$ cat config.mk
export PLATFORM = sky130hd
export DESIGN_NAME = hex_scroller
export DESIGN_NICKNAME = d
export VERILOG_FILES = /design/src/rtl/hex_scroll_pkg.sv /design/src/rtl/scroll_tick_gen.sv /design/src/rtl/hex_scroller.sv
export SDC_FILE = /design/constraint.sdc
export NUM_CORES = 1
export LEC_CHECK = 0
export ABC_AREA = 1
export CAP_MARGIN = 20
export CORE_ASPECT_RATIO = 0.7
export CORE_MARGIN = 1.5
export CORE_UTILIZATION = 43
export CTS_CLUSTER_DIAMETER = 100
export DETAILED_ROUTE_END_ITERATION = 8
export GPL_ROUTABILITY_DRIVEN = 0
export PLACE_DENSITY = 0.74
export SLEW_MARGIN = 10
export SYNTH_ARGS = -nofsm -noshare
export SYNTH_HDL_FRONTEND = slang
export SYNTH_SLANG_ARGS = --single-unit
export TNS_END_PERCENT = 10
$ cat constraint.sdc
create_clock -name CLK -period 2.8 [get_ports CLK]
set_input_delay 0.56 -clock CLK [delete_from_list [all_inputs] [get_ports CLK]]
set_output_delay 0.56 -clock CLK [all_outputs]
set_load 0.005 [all_outputs]
$ cat src/rtl/hex_scroll_pkg.sv
`default_nettype none
// ============================================================================
//  Module   : hex_scroll_pkg
//  Purpose  : Shared constants, state encoding and ring-index helper for the
//             seven-segment scrolling display blocks.
//  Contents : SEG_BLANK, RING_LEN, NUM_HEX, NUM_SYM, state_e, ring_idx()
//  Revision : 1.0 - initial release
// ============================================================================
package hex_scroll_pkg;

  localparam logic [6:0] SEG_BLANK = 7'h7F;  // all segments off (active-low)
  localparam int         RING_LEN  = 14;     // 8 symbols + 6 trailing blanks
  localparam int         NUM_HEX   = 6;
  localparam int         NUM_SYM   = 8;

  typedef enum logic [1:0] {
    IDLE = 2'd0,
    RUN  = 2'd1,
    HOLD = 2'd2
  } state_e;

  // (pos + off) mod RING_LEN; pos is always < RING_LEN and off < NUM_HEX,
  // so a single conditional subtract is enough.
  function automatic logic [3:0] ring_idx(input logic [3:0] pos, input int off);
    int s;
    s = int'(pos) + off;
    if (s >= RING_LEN) s = s - RING_LEN;
    return 4'(s);
  endfunction

endpackage
`default_nettype wire

$ cat src/rtl/scroll_tick_gen.sv
`default_nettype none
// ============================================================================
//  Module   : scroll_tick_gen
//  Purpose  : Prescaler producing a one-cycle tick every TICK_DIV enabled
//             clock cycles. Holds its count while en=0; clr forces zero and
//             wins over a same-cycle count.
//  Ports    : CLK  - clock
//             R    - synchronous reset, active-low
//             clr  - synchronous clear of the count
//             en   - count enable
//             tick - high in the enabled cycle where the count is TICK_DIV-1
//  Revision : 1.0 - initial release
// ============================================================================
module scroll_tick_gen #(
  parameter int TICK_DIV = 25000000
) (
  input  logic CLK,
  input  logic R,
  input  logic clr,
  input  logic en,
  output logic tick
);

  localparam int             CW   = (TICK_DIV > 2) ? $clog2(TICK_DIV) : 1;
  localparam logic [CW-1:0]  LAST = CW'(TICK_DIV - 1);

  logic [CW-1:0] cnt_q, cnt_d;

  assign tick = en && (cnt_q == LAST);

  always_comb begin
    cnt_d = cnt_q;
    if (clr)       cnt_d = '0;
    else if (tick) cnt_d = '0;
    else if (en)   cnt_d = cnt_q + CW'(1);
  end

  always_ff @(posedge CLK) begin
    if (!R) cnt_q <= '0;
    else    cnt_q <= cnt_d;
  end

endmodule
`default_nettype wire

$ cat src/rtl/hex_scroller.sv
`default_nettype none
// ============================================================================
//  Module   : hex_scroller
//  Purpose  : Scrolls 8 seven-segment symbols right-to-left across HEX5..HEX0
//             through a 14-entry ring (8 symbols + 6 blanks).
//  Ports    : CLK        - clock
//             R          - synchronous reset, active-low
//             E          - 1 = run, 0 = freeze display and prescaler
//             LD         - load strobe, captures data
//             data[63:0] - byte k = symbol k, bits [6:0] active-low segments
//             HEX5..HEX0 - registered segment outputs, active-low
//             pos[3:0]   - current scroll position 0..13
//             WRAP       - one-cycle pulse when pos wraps 13 -> 0
//             busy       - high in the RUN state
//  Options  : HEX_SCROLL_PAUSE_EN - dwell PAUSE_TICKS extra ticks at pos 0
//             after every wrap
//  Revision : 1.0 - initial release
// ============================================================================
module hex_scroller
  import hex_scroll_pkg::*;
#(
  parameter int TICK_DIV    = 25000000,
  parameter int PAUSE_TICKS = 4
) (
  input  logic        CLK,
  input  logic        R,
  input  logic        E,
  input  logic        LD,
  input  logic [63:0] data,
  output logic [6:0]  HEX5,
  output logic [6:0]  HEX4,
  output logic [6:0]  HEX3,
  output logic [6:0]  HEX2,
  output logic [6:0]  HEX1,
  output logic [6:0]  HEX0,
  output logic [3:0]  pos,
  output logic        WRAP,
  output logic        busy
);

  if (TICK_DIV < 2 || PAUSE_TICKS < 0) begin : g_bad_params
    $error("hex_scroller: TICK_DIV must be >= 2 and PAUSE_TICKS >= 0");
  end

  localparam logic [3:0] POS_LAST = 4'(RING_LEN - 1);

  state_e                        state_q, state_d;
  logic [RING_LEN-1:0][6:0]      ring_q, ring_d;
  logic [3:0]                    pos_q, pos_d;
  logic                          wrap_q, wrap_d;
  logic [NUM_HEX-1:0][6:0]       hex_q, hex_d;
  logic                          tick;

`ifdef HEX_SCROLL_PAUSE_EN
  localparam int PW = (PAUSE_TICKS < 1) ? 1 : $clog2(PAUSE_TICKS + 1);
  logic [PW-1:0] pause_q, pause_d;
`endif

  // Bit 7 of every byte carries no segment.
  logic sym_msb_unused;
  assign sym_msb_unused = ^{data[63], data[55], data[47], data[39],
                            data[31], data[23], data[15], data[7]};

  // Prescaler runs whenever something is loaded and E is high, so a resume
  // from HOLD counts in the same cycle E rises.
  scroll_tick_gen #(
    .TICK_DIV (TICK_DIV)
  ) u_tick (
    .CLK  (CLK),
    .R    (R),
    .clr  (LD),
    .en   (E && (state_q != IDLE)),
    .tick (tick)
  );

  always_comb begin
    state_d = state_q;
    if (LD) begin
      state_d = E ? RUN : HOLD;
    end else begin
      case (state_q)
        RUN:     if (!E) state_d = HOLD;
        HOLD:    if (E)  state_d = RUN;
        default: state_d = state_q;
      endcase
    end
  end

  always_comb begin
    ring_d = ring_q;
    pos_d  = pos_q;
    wrap_d = 1'b0;
`ifdef HEX_SCROLL_PAUSE_EN
    pause_d = pause_q;
`endif
    if (LD) begin
      // Load wins over a same-cycle tick: position restarts at 0, no WRAP.
      for (int k = 0; k < NUM_SYM; k++) begin
        ring_d[k] = data[8*(NUM_SYM-1-k) +: 7];
      end
      for (int k = NUM_SYM; k < RING_LEN; k++) begin
        ring_d[k] = SEG_BLANK;
      end
      pos_d = '0;
`ifdef HEX_SCROLL_PAUSE_EN
      pause_d = '0;
`endif
    end else if (tick) begin
`ifdef HEX_SCROLL_PAUSE_EN
      if (pause_q != '0) begin
        pause_d = pause_q - PW'(1);
      end else if (pos_q == POS_LAST) begin
        pos_d   = '0;
        wrap_d  = 1'b1;
        pause_d = PW'(PAUSE_TICKS);
      end else begin
        pos_d = pos_q + 4'd1;
      end
`else
      if (pos_q == POS_LAST) begin
        pos_d  = '0;
        wrap_d = 1'b1;
      end else begin
        pos_d = pos_q + 4'd1;
      end
`endif
    end
  end

  // Outputs trail ring/pos by one cycle.
  always_comb begin
    hex_d = hex_q;
    for (int i = 0; i < NUM_HEX; i++) begin
      hex_d[NUM_HEX-1-i] = ring_q[ring_idx(pos_q, i)];
    end
  end

  always_ff @(posedge CLK) begin
    if (!R) begin
      state_q <= IDLE;
      ring_q  <= {RING_LEN{SEG_BLANK}};
      pos_q   <= '0;
      wrap_q  <= 1'b0;
      hex_q   <= {NUM_HEX{SEG_BLANK}};
`ifdef HEX_SCROLL_PAUSE_EN
      pause_q <= '0;
`endif
    end else begin
      state_q <= state_d;
      ring_q  <= ring_d;
      pos_q   <= pos_d;
      wrap_q  <= wrap_d;
      hex_q   <= hex_d;
`ifdef HEX_SCROLL_PAUSE_EN
      pause_q <= pause_d;
`endif
    end
  end

  assign HEX5 = hex_q[5];
  assign HEX4 = hex_q[4];
  assign HEX3 = hex_q[3];
  assign HEX2 = hex_q[2];
  assign HEX1 = hex_q[1];
  assign HEX0 = hex_q[0];
  assign pos  = pos_q;
  assign WRAP = wrap_q;
  assign busy = (state_q == RUN);

endmodule
`default_nettype wire
After elaboration in Yosys (flattened, before gate mapping). Index checks and enable logic that the tools add are counted. Widths: inputs -> output; s select.

Add/sub/neg operators: 13. Reduce and logical (&&, ||, !) cells: 8. $lt $le $gt $ge: 12. Equality and inequality tests: 6. Mux-type cells: 25. Bitwise operators: 2.

Operators by type and width (number): $bmux 7 s4 (6); $mux 7 (6); $lt 4x5->1 const B (6); $mux 4 (7); $add 25x1->25 const B (1); $eq 25x25->1 const B (1); $ge 5x4->1 const B (5); $sub 4x4->4 const B (6); $add 4x2->5 const B (2); $add 4x3->5 const B (2); $mux 2 (4); $ne 3x3->1 const B (2); $reduce_or 3->1 (2); $add 4x1->5 const B (1); $add 4x1->4 const B (1); $eq 4x4->1 const B (1); $ge 4x4->1 const B (1); $pmux 2 s2 (1); $reduce_and 3->1 (1); $reduce_bool 3->1 (1); $eq 2x1->1 const B (1); $eq 2x2->1 const B (1); $logic_and 1x1->1 (2); $not 1->1 (2); 3 further kinds (3).

Output and inout bits: 48. Register bits: 130. Word-level logic and storage cells: 84.

Depth between registers and ports, before layout. Gate-level depths: netlist (run 1).

Depth after elaboration: 5. Depth in mapped cells: 18.

By module. Synthesis (run 1) repeated with hierarchy kept, for this count alone.

Cell total of the unflattened synthesis: 1165. Area, all modules: 7671.1 um2.

Modules (own cells, without submodules): hex_scroller (cells each 961, area each 6214.7 um2, instances 1); scroll_tick_gen (cells each 204, area each 1456.4 um2, instances 1).

Least setup slack after synthesis (run 1). OpenSTA, ideal clock, no wires.

Path kind: register to register. From: register pos_q[1], in the netlist pos[1]. To: register hex_q (netlist bit HEX2[0]). Clock period less this slack: 2618 ps. Data arrival time: 2499 ps. Library setup time: 119 ps. Stages on the path, launching flop included: 14. Slack: 182 ps. Path through: dfxtp_1 -> inv_1 -> ha_1 -> buf_2 -> inv_1 -> ha_1 -> inv_1 -> nand2_1 -> nand2_2 -> nand2_4 -> o21ai_1 -> nand3_1 -> nand3_1 -> nand2_1.

Cells in the longest elaborated chain, start to end: 5. Elaborated cells on any way between the ends: 6.

Ends and longest elaborated chain: start: declaration (RTL line hex_scroller.sv:49) `logic [3:0] pos_q, pos_d;`; start signal: assignment (RTL line hex_scroller.sv:151) `pos_q <= pos_d;`; $add 4x2->5 * (RTL line hex_scroll_pkg.sv:26) `s = int'(pos) + off;`; $sub 4x4->4 or $ge 5x4->1 (tied branches) (RTL line hex_scroll_pkg.sv:27) `if (s >= RING_LEN) s = s - RING_LEN;`; $mux 4 * (RTL line hex_scroll_pkg.sv:27); $bmux 7 s4 * (RTL line hex_scroller.sv:134) `hex_d[NUM_HEX-1-i] = ring_q[ring_idx(pos_q, i)];`; $mux 7 (not written as such) * (RTL line hex_scroller.sv:134); end signal: assignment (RTL line hex_scroller.sv:144) `hex_q <= {NUM_HEX{SEG_BLANK}};`; end: declaration (RTL line hex_scroller.sv:51) `logic [NUM_HEX-1:0][6:0] hex_q, hex_d;`.

Every way passes the cells marked *; elsewhere a longest branch is shown, timed or not. The select of a mux whose other input is x is not followed. A chain may end at the register's enable or synchronous reset.

Worst setup path after layout (run 1).
From: register pos_q[2], in the netlist pos[2]. To: register hex_q (netlist bit HEX4[0]).

Cells in the longest elaborated chain, start to end: 5. Elaborated cells on any way between the ends: 6.

Ends and longest elaborated chain (RTL line): $add 4x1->5 * (hex_scroll_pkg.sv:26); $sub 4x4->4 or $ge 5x4->1 (tied branches) (hex_scroll_pkg.sv:27); $mux 4 * (hex_scroll_pkg.sv:27); $bmux 7 s4 * (hex_scroller.sv:134); $mux 7 (not written as such) * (hex_scroller.sv:134).

Marks and branches as above.

==> flow_summary.toml, run 1 <==
[finish]
design_area_um2 = 9490
fin_util_pct = 55.1
fill_cells = 1626
n_antenna_cell = 0
syn_to_final_growth_pct = 24.8
drive_gt1_share_pct = 8.81
fin_nets = 1344

[clock_tree]
clkTransAtPathRegs_ps = 60
root_buffer = "clkbuf_16"
clockBufferDepth = 2
cts_buffers = 17
cts.sinks = 130
clk_latency_ps = 430
htreeDepth = 4
cts_setup_buffers = 0
hold_buffers = 0
cts_tree = "yes"

[worst_setup_path]
critPathCaptureType = "register"
rr_endpoint = "HEX4[0]"
ff2ff_path_depth = 13
max_stage_delay_ps = 580
path_class = "register to register"
path_cells = "inv_2 > nand2_1 > nand2_1 > buf_4 > ha_1 > inv_1 > nand2_2 > nand2_4 > nand2_4 > o21ai_1 > nand3_1 > nand3_1 > nand2_1"
required_ps = 3100
reg2reg_setup_slack_ps = 250
cp-start-kind = "register"
crit_top_cell = "nand2_1"
r2r_start = "pos[2]"
worst-path-max-fanout = 10
cp_slowest_cell = "dfxtp_1"
worstPathArrival_ps = 2850

[timing]
hold_ws_ps = 468
final-hold-violation-count = 0
setup_viol = 0
slew-limit-headroom_pct = 28.3
tns_ps = 0
slew_violations = 0
fin_worst_skew_ps = 10.8
period_share_pct = 91.2
worst_slew_pin_slew_ps = 1060
min_period_ps = 2550
fmax_mhz = 392
rsz0062_at_grt = "false"

[logic_synthesis]
synth_seq_area_share_pct = 34.2
yosysMostFrequentCell = "nand2_1"
syn_inst = 1163
async_flop_share_pct = 0
synth_top_area_cell = "dfxtp_1"
syn-cell-area_um2 = 7610
netlist-cell-type-count = 43
synth_edf_count = 0
synthTopCellsByCount = "324 x nand2_1, 200 x nand3_1, 130 x dfxtp_1, 120 x o21ai_0, 110 x inv_1"
synth-seq-cells = 130
netlist_top_cells_area = "dfxtp_1 34%, nand2_1 16%, nand3_1 13%, o21ai_0 7.9%, inv_1 5.4%"
synthFlopType = "dfxtp_1"
yosysWarnings = 0
synth_top_cell_area_share_pct = 34.2
synth.net_count = 1246
avgSynthCellArea_um2 = 6.54

[floorplan]
start_util_pct = 44.2
dieArea_um2 = 18500
ioPinCount = 116
rows = 40
core-area_um2 = 17200
fp.dieH_um = 114
die_w_um = 162

[pwr]
power.density_nw_per_um2 = 500
ir_drop_mv = 0.307
p_leak_uw = 0.00430
p_switching_uw = 1190
p_int_uw = 3560
p_seq_share_pct = 41.6
p_comb_share_pct = 10.8
p_sw_share_pct = 25.1
clock_power_share_pct = 47.7

[hold_path]
hold_path.startpoint = "ring_q[2]"
holdPathStages = 2
holdCritPathClass = "register to register"
hold_end = "ring_q[2]"

[routing]
drc = 0
via_per_inst = 5.40
route.vias.total = 8110
post_drt_wl_per_cell_um = 15.2
drtPass1Iterations = 6
routed_wl_um = 22800
drtAntennaViolNets = 0
drt_iter0_markers = 1008

[place]
dpl_cell_area_um2 = 8890
port_buffers = 107
hpwl_um = 17100

[global_route]
grt_overflow_total = 0
track_usage_pct = 25.4
grt_pass1_wl_um = 36600
antenna_found_initial = 0
first_global_vias = 7047
grt_max_degree = 112

[flow_run]
maxCapViolations = 0

[status]
run_status = "finished clean"
state kept, by name, summed over array words and instances, names as in the netlist:
name / cells
HEX0: 7
HEX1: 7
HEX2: 7
HEX3: 7
HEX4: 7
HEX5: 7
WRAP: 1
pos: 4
ring_q: 56
state_q: 2
u_tick.cnt_q: 25
critical path: cells and delay by family (launching register included):
family | cells | cell delay (ps)
buffers and inverters | 3 | 450
and+or+nand+nor | 8 | 800
AOI/OAI and AO/OA | 1 | 410
adders and majority gates | 1 | 200
DFF | 1 | 580
how the worst max path moves through the flow:
stage / endpoint / start / cells past startpoint / slack, ps
2_1_floorplan: HEX2[0] / pos[1] / 13 / 180
3_3_place_gp: HEX2[1] / pos[0] / 12 / 300
3_5_place_dp: HEX2[1] / pos[0] / 12 / 220
4_1_cts: HEX2[1] / pos[0] / 15 / 170
5_1_grt: HEX0[2] / pos[2] / 14 / 1
6_report: HEX4[0] / pos[2] / 13 / 250
per-layer routing:
layer | GRT usage [%] | routed length [um] | vias up | part of all wire (%)
met2 | 36.4 | 9370 | 362 | 41
met5 | 0 | 0 | - | 0
met3 | 6.99 | 2250 | 39 | 9.8
li1 | - | - | 4049 | -
met4 | 7.09 | 373 | 0 | 1.6
met1 | 37.0 | 10900 | 3660 | 48
cell type report:
cell class              instances  area [um2]  area share, %
flip-flops and latches        130        2610           27.5
repair buffers                125        1230           12.9
inverters                     119         447           4.71
clock buffers                  18         429           4.52
well taps                     231         289           3.05
multi-input cells             868        4340           45.7
clock inverters                11         156           1.65
logic make-up (layout without fill, tap and decap cells):
logic type	Yosys count	in the layout	synth area share, %
buffers and inverters	165	273	8.93
adder cells (fa/ha/maj)	15	15	2.57
flip-flops	130	130	34.2
AND/OR/NAND/NOR	641	641	38.8
AO/OA/AOI/OAI	208	208	15.0
XOR/XNOR	4	4	0.461
layout by cell type (no fill, tap or decap), types with 2 or more instances in the layout:
cell type and count:
buf_4 16, o21ai_0 120, a21oi_1 64, nor4_1 4, o211ai_1 2, a21oi_4 2
o21ai_4 3, nand2_4 10, clkinv_4 3, inv_2 9, xor2_1 3, nand4_1 16
inv_6 3, nor2_1 37, inv_1 110, buf_12 2, clkbuf_16 17, nand3_2 3
nor3b_1 3, nand3_1 200, nand2_1 324, bufinv_16 3, nor2_2 4, o21ai_1 4
dfxtp_1 129, nor3_1 15, clkdlybuf4s50_1 106, ha_1 14, o21ai_2 6, nor2_4 4
nand2_2 13, a21oi_2 5
power groups by stage:
stage | clock, uW | sequential [uW] | combinational (uW)
6_report | 2260 | 1970 | 511
3_5_place_dp | 0 | 2010 | 498
5_1_grt | 2380 | 1980 | 559
2_1_floorplan | 0 | 2010 | 245
3_3_place_gp | 0 | 2010 | 492
4_1_cts | 2290 | 1970 | 502
metrics by stage:
step | total power, uW | std cells | setup WS, ps
after CTS | 4770 | 1502 | 170
after global placement | 2500 | 1473 | 301
after global routing | 4920 | 1502 | 1.39
after floorplan | 2260 | 1163 | 182
after detailed placement | 2510 | 1473 | 217
final | 4750 | 1502 | 246
what timing repair did:
action                     4_1_cts  5_1_grt
hold endpoints to repair         0        0
gates resized for setup          0        2
setup endpoints to repair        0       14
(Power assumes the default switching activity.)
==> run 2: changes to the inputs <==
--- a/config.mk
+++ b/config.mk
@@ -6,7 +6,7 @@
 export NUM_CORES = 1
 export LEC_CHECK = 0
 export ABC_AREA = 1
-export CAP_MARGIN = 20
+export CAP_MARGIN = 15
 export CORE_ASPECT_RATIO = 0.7
 export CORE_MARGIN = 1.5
 export CORE_UTILIZATION = 43
@@ -14,6 +14,7 @@
 export DETAILED_ROUTE_END_ITERATION = 8
 export GPL_ROUTABILITY_DRIVEN = 0
 export PLACE_DENSITY = 0.74
+export SKIP_CTS_REPAIR_TIMING = 1
 export SLEW_MARGIN = 10
 export SYNTH_ARGS = -nofsm -noshare
 export SYNTH_HDL_FRONTEND = slang
==> results of run 2 <==
Final layout, timing and power as in run 1 (identical DEF).
==> run 3: changes to the inputs <==
--- a/config.mk
+++ b/config.mk
@@ -13,7 +13,7 @@
 export CTS_CLUSTER_DIAMETER = 100
 export DETAILED_ROUTE_END_ITERATION = 8
 export GPL_ROUTABILITY_DRIVEN = 0
-export PLACE_DENSITY = 0.74
+export PLACE_DENSITY = 0.76
 export SKIP_CTS_REPAIR_TIMING = 1
 export SLEW_MARGIN = 10
 export SYNTH_ARGS = -nofsm -noshare
==> constraint.sdc (replaced) <==
create_clock -name CLK -period 2.2 [get_ports CLK]
set_input_delay 0.44 -clock CLK [delete_from_list [all_inputs] [get_ports CLK]]
set_output_delay 0.44 -clock CLK [all_outputs]
set_load 0.005 [all_outputs]
==> run 3 against run 2 <==
Non-clock buffer count up 75. Combinational power increased by 39%. Clock skew decreased by 4.1 ps. Register-to-register slack worse by 220 ps. Setup slack worse by 220 ps. Clock-buffer cell count unchanged. Final area increased by 8.1%. Maximum frequency increased by 17%. Sequential cell count is the same.
==> flow_summary.toml, run 3 (same netlist as run 1, synthesis figures left out) <==
[place]
dp_worst_setup_slack_ps = -70.2
placed_cells = 1538
port_buffers = 107
hpwl_um = 17500

[hold_path]
hold_path.startpoint = "LD"
holdCritPathClass = "primary input to register"

[worst_setup_path]
path_class = "register to register"
critPathLaunch = "pos[2]"
worst-path-max-fanout = 16
cp-start-kind = "register"
required_ps = 2510
worstPathArrival_ps = 2490
r2r_start = "pos[2]"
critPathCaptureType = "register"

[timing]
min_period_ps = 2180
setup_ws_ps = 23.8
period_share_pct = 98.9
setup_viol = 0
rsz0062_at_grt = "true"
hold_ws_ps = 474
final-hold-violation-count = 0
fmax_mhz = 460
slew_violations = 0
tns_ps = 0
fin_worst_skew_ps = 6.69
slew-limit-headroom_pct = 53.9
worst_slew_pin_slew_ps = 685

[finish]
syn_to_final_growth_pct = 34.9
largest_reg_flops = 56
top_register = "ring_q"
final_cells = 1580
fin_util_pct = 59.6
reg_top3 = "ring_q: 56 flops, u_tick.cnt_q: 25 flops"
final_cell_mix = "317 x nand2_1, 200 x nand3_1, 128 x dfxtp_1, 120 x o21ai_0, 106 x clkdlybuf4s50_1"
n_antenna_cell = 0
drive_gt1_share_pct = 15.7
fin_nets = 1419
mostFrequentLayoutCell = "nand2_1"

[clock_tree]
root_buffer = "clkbuf_16"
clk_latency_ps = 430
htreeDepth = 4
clkTransAtPathRegs_ps = 60
clockBufferDepth = 2
cts.sinks = 130
cts_buffers = 17
cts_tree = "yes"

[floorplan]
core-area_um2 = 17200
rows = 40
ioPinCount = 116
die_w_um = 162
fp.dieH_um = 114
start_util_pct = 44.2
dieArea_um2 = 18500

[global_route]
first_global_vias = 7424
track_usage_pct = 25.3
antenna_found_initial = 0
grt_max_degree = 119
grt_overflow_total = 0
grt_pass1_wl_um = 36900

[routing]
route.vias.total = 8605
via_per_inst = 5.45
routed_wl_um = 24000
drc = 0
drtAntennaViolNets = 0
post_drt_wl_per_cell_um = 15.2
drtPass1Iterations = 6
drt_iter0_markers = 971

[pwr]
power.density_nw_per_um2 = 591
ir_drop_mv = 0.468
p_leak_uw = 0.00468

[status]
run_status = "finished clean"

[flow_run]
maxCapViolations = 0
run 3: changes by cell type in the layout (fill, tap and decap cells not counted), moves of 3 or more:
cell	delta
buf_4	+69
buf_6	+4
clkinv_2	+3
ha_1	-7
ha_4	+5
inv_1	-6
nand2_1	-7
nand2_2	+4
nand2_8	+3
run 3: path summary, 6_finish.rpt:
check	to	slack, ps	cells past startpoint
min	ring_q[42]	470	2
min reg2reg	ring_q[2]	480	2
max reg2reg	HEX1[5]	20	11
max	HEX1[5]	20	11
run 3: final cells by class:
class	count	area, um2
clock inverter	14	151
clock buffer	18	439
tap	231	289
multi-input combinational	868	4470
timing repair buffer	200	1840
fill	1556	6960
inverter	119	460
sequential	130	2610
run 3: routing by layer:
layer  vias up  track usage (%)  routed length, um
li1       4206                -                  -
met1      3911             36.8              11000
met2       451             37.1              10000
met3        37             6.95               2660
met4         0             5.32                246
met5         -                0                  0
run 3: worst max-delay path: stages, from the launching register on:
cell and delay, ps:
dfxtp_1 340, inv_2 150, ha_2 240, inv_1 60
fa_1 390, nand2_2 140, nand2_1 80, nand2_2 90
buf_4 210, o21ai_0 90, a21oi_1 160, o21ai_0 100
run 3: power by group:
group	switching (uW)	internal, uW	leakage (uW)	total (uW)
registers	51.1	2460	0.00107	2520
logic	372	335	0.00332	708
clock network	1130	1710	0.000289	2840
run 3: through the flow:
| stage | total power, uW | cell area, um2 |
|---|---|---|
| 6_report | 6070 | 10300 |
| 5_1_grt | 6280 | 10300 |
| 4_1_cts | 6080 | 10000 |
| 3_3_place_gp | 3240 | 9420 |
| 2_1_floorplan | 2870 | 7660 |
| 3_5_place_dp | 3250 | 9420 |
